`src/rtl/uart_pkg.sv`:
```
// uart_pkg: shared types and helpers for the parametrised UART blocks.
//   parity_t   - parity mode encoding (none / odd / even).
//   rx_state_t - receiver FSM state encoding.
//   calc_div   - system clocks per oversample tick.
//                The future transmitter uses this helper as well.
package uart_pkg;

  typedef enum logic [1:0] {
    PARITY_NONE = 2'd0,
    PARITY_ODD  = 2'd1,
    PARITY_EVEN = 2'd2
  } parity_t;

  typedef enum logic [2:0] {
    ST_IDLE   = 3'd0,
    ST_START  = 3'd1,
    ST_DATA   = 3'd2,
    ST_PARITY = 3'd3,
    ST_STOP   = 3'd4
  } rx_state_t;

  function automatic int calc_div(input int clk_hz, input int baud, input int os);
    return clk_hz / (baud * os);
  endfunction

endpackage

```
`src/rtl/uart_baud_tick.sv`:
```
// uart_baud_tick: emits a one-cycle tick every DIV clocks.
//   clk   in  - system clock
//   rst   in  - synchronous active-low reset
//   clear in  - restarts the count so that ticks align to the current cycle
//   tick  out - registered one-cycle pulse
module uart_baud_tick #(
  parameter int DIV = 1
) (
  input  logic clk,
  input  logic rst,
  input  logic clear,
  output logic tick
);

  localparam int CW = (DIV > 1) ? $clog2(DIV) : 1;
  localparam logic [CW-1:0] CNT_LAST = CW'(DIV - 1);

  logic [CW-1:0] r_cnt;
  logic          r_tick;

  // Free-running divider; clear drops the count and suppresses the tick.
  always_ff @(posedge clk) begin
    if (!rst) begin
      r_cnt  <= {CW{1'b0}};
      r_tick <= 1'b0;
    end else if (clear) begin
      r_cnt  <= {CW{1'b0}};
      r_tick <= 1'b0;
    end else if (r_cnt == CNT_LAST) begin
      r_cnt  <= {CW{1'b0}};
      r_tick <= 1'b1;
    end else begin
      r_cnt  <= r_cnt + CW'(1);
      r_tick <= 1'b0;
    end
  end

  assign tick = r_tick;

endmodule

```
`src/rtl/uart_rx_cfg.sv`:
```
// uart_rx_cfg: parametrised UART receiver with a valid/ready output.
//   clk, rst   - system clock and synchronous active-low reset
//   rx         - asynchronous serial input; the line idles high
//   valid/ready- output handshake; a word transfers when both are high
//   data       - received word; the LSB is the first bit on the wire
//   frame_err  - a stop bit was sampled low for this word
//   parity_err - parity mismatch for this word
//   overrun    - sticky; set when a word is dropped, cleared by a handshake
//   busy       - the receiver is inside a frame
module uart_rx_cfg
  import uart_pkg::*;
#(
  parameter int CLOCK_RATE_HZ = 100_000_000,
  parameter int BAUD_RATE     = 9_600,
  parameter int DATA_BITS     = 8,
  parameter int PARITY        = 0,
  parameter int STOP_BITS     = 1,
  parameter int OVERSAMPLE    = 16
) (
  input  logic                 clk,
  input  logic                 rst,
  input  logic                 rx,
  output logic                 valid,
  output logic [DATA_BITS-1:0] data,
  output logic                 frame_err,
  output logic                 parity_err,
  output logic                 overrun,
  input  logic                 ready,
  output logic                 busy
);

  localparam int DIV = calc_div(CLOCK_RATE_HZ, BAUD_RATE, OVERSAMPLE);
  localparam int SW  = (OVERSAMPLE > 2) ? $clog2(OVERSAMPLE) : 1;
  localparam int IW  = 4;
  localparam logic [SW-1:0] HALF_LAST = SW'(OVERSAMPLE / 2 - 1);
  localparam logic [SW-1:0] FULL_LAST = SW'(OVERSAMPLE - 1);
  localparam logic [IW-1:0] IDX_LAST  = IW'(DATA_BITS - 1);
  localparam logic [1:0]    PAR_BITS  = PARITY[1:0];
  localparam parity_t       PMODE     = parity_t'(PAR_BITS);
  localparam logic          STOP_LAST = (STOP_BITS == 2) ? 1'b1 : 1'b0;

  if (DIV < 1) begin : g_div_check
    $error("uart_rx_cfg: clock too slow for BAUD_RATE*OVERSAMPLE");
  end
  if (DATA_BITS < 5 || DATA_BITS > 9) begin : g_bits_check
    $error("uart_rx_cfg: DATA_BITS must be 5..9");
  end

  // The result is 1 when the received parity bit disagrees with the selected mode.
  function automatic logic parity_bad(input logic [DATA_BITS-1:0] d, input logic s,
                                      input parity_t m);
    logic odd_s;
    odd_s = (^d) ^ s;
    return (m == PARITY_ODD) ? ~odd_s : odd_s;
  endfunction

  logic                 r_sync1, r_sync2;
  rx_state_t            r_state;
  logic [SW-1:0]        r_scnt;
  logic [IW-1:0]        r_idx;
  logic [DATA_BITS-1:0] r_shift;
  logic                 r_perr, r_ferr, r_stop_idx, r_armed, r_done, r_busy;
  logic                 r_valid, r_frame_err, r_parity_err, r_overrun;
  logic [DATA_BITS-1:0] r_data;

  logic          w_rx, w_tick, w_clear, w_sample;
  logic [SW-1:0] w_cnt_last;

  // Two-flop synchroniser for the asynchronous line.
  always_ff @(posedge clk) begin
    if (!rst) begin
      r_sync1 <= 1'b1;
      r_sync2 <= 1'b1;
    end else begin
      r_sync1 <= rx;
      r_sync2 <= r_sync1;
    end
  end

  assign w_rx = r_sync2;

  // A start edge counts only after the line has been seen high, so a held break gives one word.
  assign w_clear = (r_state == ST_IDLE) && r_armed && !w_rx;

  uart_baud_tick #(.DIV(DIV)) u_tick (
    .clk   (clk),
    .rst   (rst),
    .clear (w_clear),
    .tick  (w_tick)
  );

  // The start bit is sampled at mid-bit; every later bit is one full bit period on.
  always_comb begin
    w_cnt_last = FULL_LAST;
    if (r_state == ST_START) begin
      w_cnt_last = HALF_LAST;
    end else begin
      w_cnt_last = FULL_LAST;
    end
  end

  assign w_sample = w_tick && (r_scnt == w_cnt_last);

  // The receive FSM; it also holds the sample counter, shift register and error flags.
  always_ff @(posedge clk) begin
    if (!rst) begin
      r_state    <= ST_IDLE;
      r_scnt     <= {SW{1'b0}};
      r_idx      <= {IW{1'b0}};
      r_shift    <= {DATA_BITS{1'b0}};
      r_perr     <= 1'b0;
      r_ferr     <= 1'b0;
      r_stop_idx <= 1'b0;
      r_armed    <= 1'b0;
      r_done     <= 1'b0;
      r_busy     <= 1'b0;
    end else begin
      r_done <= 1'b0;
      if (w_clear) begin
        r_armed <= 1'b0;
      end else if (w_rx) begin
        r_armed <= 1'b1;
      end
      if (r_state == ST_IDLE || w_sample) begin
        r_scnt <= {SW{1'b0}};
      end else if (w_tick) begin
        r_scnt <= r_scnt + SW'(1);
      end
      case (r_state)
        ST_IDLE: begin
          if (w_clear) begin
            r_state    <= ST_START;
            r_busy     <= 1'b1;
            r_idx      <= {IW{1'b0}};
            r_perr     <= 1'b0;
            r_ferr     <= 1'b0;
            r_stop_idx <= 1'b0;
          end
        end
        ST_START: begin
          if (w_sample) begin
            if (w_rx) begin
              r_state <= ST_IDLE;
              r_busy  <= 1'b0;
            end else begin
              r_state <= ST_DATA;
              r_idx   <= {IW{1'b0}};
            end
          end
        end
        ST_DATA: begin
          if (w_sample) begin
            r_shift <= {w_rx, r_shift[DATA_BITS-1:1]};
            if (r_idx == IDX_LAST) begin
              r_state <= (PMODE != PARITY_NONE) ? ST_PARITY : ST_STOP;
            end else begin
              r_idx <= r_idx + IW'(1);
            end
          end
        end
        ST_PARITY: begin
          if (w_sample) begin
            r_perr  <= parity_bad(r_shift, w_rx, PMODE);
            r_state <= ST_STOP;
          end
        end
        ST_STOP: begin
          if (w_sample) begin
            r_ferr <= r_ferr | ~w_rx;
            if (r_stop_idx == STOP_LAST) begin
              r_state <= ST_IDLE;
              r_busy  <= 1'b0;
              r_done  <= 1'b1;
            end else begin
              r_stop_idx <= 1'b1;
            end
          end
        end
        default: begin
          r_state <= ST_IDLE;
          r_busy  <= 1'b0;
        end
      endcase
    end
  end

  // The output holding register. A word completing while the register is occupied is dropped.
  always_ff @(posedge clk) begin
    if (!rst) begin
      r_valid      <= 1'b0;
      r_data       <= {DATA_BITS{1'b0}};
      r_frame_err  <= 1'b0;
      r_parity_err <= 1'b0;
      r_overrun    <= 1'b0;
    end else if (r_done) begin
      if (!r_valid || ready) begin
        r_valid      <= 1'b1;
        r_data       <= r_shift;
        r_frame_err  <= r_ferr;
        r_parity_err <= r_perr;
        r_overrun    <= r_valid ? 1'b0 : r_overrun;
      end else begin
        r_overrun <= 1'b1;
      end
    end else if (r_valid && ready) begin
      r_valid   <= 1'b0;
      r_overrun <= 1'b0;
    end
  end

  assign valid      = r_valid;
  assign data       = r_data;
  assign frame_err  = r_frame_err;
  assign parity_err = r_parity_err;
  assign overrun    = r_overrun;
  assign busy       = r_busy;

endmodule

```
`config.mk`:
```
export PLATFORM = sky130hd
export DESIGN_NAME = uart_rx_cfg
export DESIGN_NICKNAME = d
export VERILOG_FILES = /design/src/rtl/uart_pkg.sv /design/src/rtl/uart_baud_tick.sv /design/src/rtl/uart_rx_cfg.sv
export SDC_FILE = /design/constraint.sdc
export NUM_CORES = 1
export LEC_CHECK = 0
export ABC_AREA = 1
export BUFFER_PORTS_ARGS = -buffer_cell sky130_fd_sc_hd__buf_2
export CELL_PAD_IN_SITES_DETAIL_PLACEMENT = 0
export CELL_PAD_IN_SITES_GLOBAL_PLACEMENT = 1
export CORE_MARGIN = 5
export CORE_UTILIZATION = 47
export DETAILED_ROUTE_END_ITERATION = 10
export PLACE_DENSITY_LB_ADDON = 0.1
export SLEW_MARGIN = 20
export SYNTH_ARGS = -nofsm -noshare
export SYNTH_HDL_FRONTEND = slang
export SYNTH_HIERARCHICAL = 1
export SYNTH_SLANG_ARGS = --single-unit
```
`constraint.sdc`:
```
create_clock -name clk -period 2.5 [get_ports clk]
set_clock_uncertainty 0.05 [all_clocks]
set_input_delay 0 -clock clk [delete_from_list [all_inputs] [get_ports clk]]
set_output_delay 0 -clock clk [all_outputs]
set_load 0.01 [all_outputs]
```
==> impl_results.md <==
* Via count normalized by instance count at 4.73
* I/O pin count at 17
* Area fraction of the dominant cell type after synthesis at 41.2%
* Final Hold Fails at 0
* Count of final max-slew check failures at 0
* Nature of the critical path endpoint: flip-flop
* Cells after Synth at approximately 320
* Fraction of the cycle the final worst path needs at 65.5%
* Relative slew slack at between 60% and 70%
* Proportion of synthesized flip-flops having asynchronous set or reset at 0%
* Clock input transition at the sequential cells of the worst setup and hold paths at roughly 0.090 ns
* Total number of vias at roughly 1900
* Deepest clock path buffer count at 2
* Netlist area before placement at 2380 µm²
* Leading area contributor after synthesis: dfxtp_1
* Transition time at the pin with the least slew margin at 0.470 ns
* Global-route wire length before repair at 8060 µm
* IO Port Bufs at 16
* Peak fanout along the critical path at 6
* Data required time of the worst path at 2.65 ns
* Main synth FF type: dfxtp_1
* Filler Cell Count at 534
* Worst-case vdd ir drop at 0.284 mV
* Count of different cell masters after synthesis at 35
* Final weighted congestion of routability-driven global placement at 0.822
* Clock sinks at 49
* Data arrival time of the critical path at 1.79 ns
* Number of failing setup endpoints in the final timing report at 0
* Series of cell instances along the critical path: inv_1 > nand2_2 > nor2_2 > inv_1 > nor2_1 > a21oi_2 > nand3_2 > nand2_1 > nand2_1 > nor2_1
* Post CTS Setup Buffer Count at 0
* Power density of the placed cells at 764 nW/µm²
* Crit path largest cell delay at 0.37 ns
* GRT Overall Usage at between 15 and 20%
* Number of antenna violations at the first check in global routing at 0
* Placeable core area at about 5000 µm²
* Largest net degree at the start of global routing at 26
* Number of synthesized flops with an enable pin at 0
* Final min period at ~1.6 ns
* CP Class: flip-flop to flip-flop
* Number of DRC violations after detailed routing at 0
* Sequential cell area fraction in the yosys report at between 40% and 50%
* Total chip power at 2.02 mW
* Vias in the first global route at ~1900
* Initial DRT Pass Iterations at 4
* Inserted Diodes at 0
* Setup repair after global routing missed its margin: false
* Startpoint Class: flip-flop
* Commonest cells after routing, fill and taps aside: nand2_1, dfxtp_1, nor2_1
* Number of synthesized register bits at 49
* Aggregate routed wire length at approximately 4500 µm
* Remaining global-route overflow at 0
* Aggregate negative setup slack at 0 ns
* Yosys synthesis warning count at 6
* Final nets at 349
* Area added between synthesis and finish at 11.1%
* Per-cell routed wire length at about 11 µm
* Main area contributors after synthesis: dfxtp_1, nand2_1, a21oi_1
* Mean area per synthesized cell at around 7.5 µm²
* Timing-limited maximum frequency at 0.610 GHz
* H-tree levels at 2
* Die span in y at 81.2 µm
* Inserted Clock Buffers at 5
* Root buffer cell: clkbuf_8
* Number of buffers and inverters on the critical path at 2
* Total half-perimeter wirelength after legalization and detailed placement at between 3000 and 4000 µm
* Area enclosed by the die boundary at 6590 µm²
* Skew-Pair Late Insertion Delay at between 0.3 and 0.4 ns
* Slowest stage cell on the critical path: dfxtp_1
* Delay-heaviest family, CP: simple AND/OR/NAND/NOR gates
* Count of cells resized by post-cts repair at 0
* Reported max-cap violation count at 0
* Clock tree from TritonCTS: done
* Run status: complete, no violations
* Die width at 81.2 µm
* Initial core utilization at 47.6%
* Share of cells above drive strength 1 at 17.0%
* Commonest non-fill, non-tap cell in the layout: nand2_1
* Std cell rows at 26
* Synthesized netlist net count at 327
* Final antenna-violating net count at 0
* Internal reg-to-reg setup slack at between 0.8 and 0.9 ns
* Static Leakage at 1.13 nW
* Violation count after the first detailed-routing iteration at 74
* Worst min path class: input port to flip-flop
[cell usage after synthesis (all sizes together) (2+ instances only)]
| cell | number |
|---|---|
| xor2 | 7 |
| ha | 4 |
| o21ai | 20 |
| nand4 | 2 |
| inv | 38 |
| buf | 2 |
| or2 | 3 |
| nand2 | 81 |
| a21oi | 33 |
| nand3 | 19 |
| nor3 | 5 |
| dfxtp | 49 |
| clkbuf | 2 |
| xnor2 | 4 |
| nor2 | 44 |
[registers in the layout, summed over array words and instances (netlist names)]
| name | flops |
|---|---|
| busy | 1 |
| data | 8 |
| frame_err | 1 |
| overrun | 1 |
| parity_err | 1 |
| r_armed | 1 |
| r_done | 1 |
| r_ferr | 1 |
| r_idx | 4 |
| r_perr | 1 |
| r_scnt | 4 |
| r_shift | 8 |
| r_state | 3 |
| r_sync1 | 1 |
| r_sync2 | 1 |
| u_tick/r_cnt | 10 |
| u_tick/tick | 1 |
| valid | 1 |
[metal layers]
layer | up-vias | share of wire, % | GRT usage [%]
li1 | 1065 | - | -
met1 | 855 | 50 | 19.4
met2 | 23 | 45 | 26.4
met3 | 5 | 3.5 | 3.33
met4 | 0 | 1.2 | 5.57
met5 | - | 0 | 0
[worst register-to-register path, delay by kind of cell (launching register included)]
| family | cells | cell delay (ns) |
|---|---|---|
| buffers and inverters | 2 | 0.28 |
| and+or+nand+nor | 7 | 0.77 |
| AOI/OAI and AO/OA | 1 | 0.07 |
| DFF | 1 | 0.37 |
[power breakdown]
part	total [mW]	leakage (nW)	internal (mW)	switching, mW
registers	0.889	0.397	0.830	0.0599
clock network	0.471	0.0445	0.199	0.272
logic	0.661	0.691	0.223	0.438
[cell type report]
class / count / area (µm²) / area share, %
Clock buffer: 5 / 68.8 / 2.60
Timing Repair Buffer: 19 / 108 / 4.06
Multi-Input combinational cell: 227 / 1230 / 46.6
Tap cell: 70 / 87.6 / 3.31
Sequential cell: 49 / 981 / 37.1
Inverter: 39 / 146 / 5.53
Clock inverter: 3 / 21.3 / 0.803
[path summary, 6_finish.rpt]
check / end / cells past startpoint / from
hold / removal: r_idx[1] / 3 / rst
setup reg to reg: r_state[1] / 10 / r_state[0]
setup / recovery: r_state[1] / 10 / r_state[0]
hold reg to reg: r_sync2 / 1 / r_sync1
[stage by stage]
stage / utilization [%] / cell area (µm²) / hold WS, ns / setup WS, ns / std cells
detailed placement: 50.6 / 2540 / 0.139 / 0.876 / 402
global placement: 50.6 / 2540 / 0.140 / 0.854 / 402
finish: 52.8 / 2650 / 0.0592 / 0.862 / 412
floorplan: - / 2380 / 0.0501 / 1.06 / 319
global route: 52.8 / 2650 / 0.0587 / 0.684 / 412
CTS: 52.8 / 2650 / 0.0468 / 0.860 / 412
[logic make-up (layout without fill, tap and decap cells)]
kind of cell | after synthesis | after routing | share of synthesized area [%]
AND/OR/NAND/NOR | 156 | 156 | 32.4
AO/OA/AOI/OAI | 56 | 56 | 13.3
flip-flops | 49 | 49 | 41.2
buffers and inverters | 43 | 66 | 6.99
XOR/XNOR | 11 | 11 | 4.04
adder cells (fa/ha/maj) | 4 | 4 | 2.10
[what timing repair did]
action / 4_1_cts / 5_1_grt
setup endpoints to repair: 0 / 0
hold buffers: 2 / 0
endpoints found under the hold margin: 3 / 0
(Power assumes the default switching activity.)
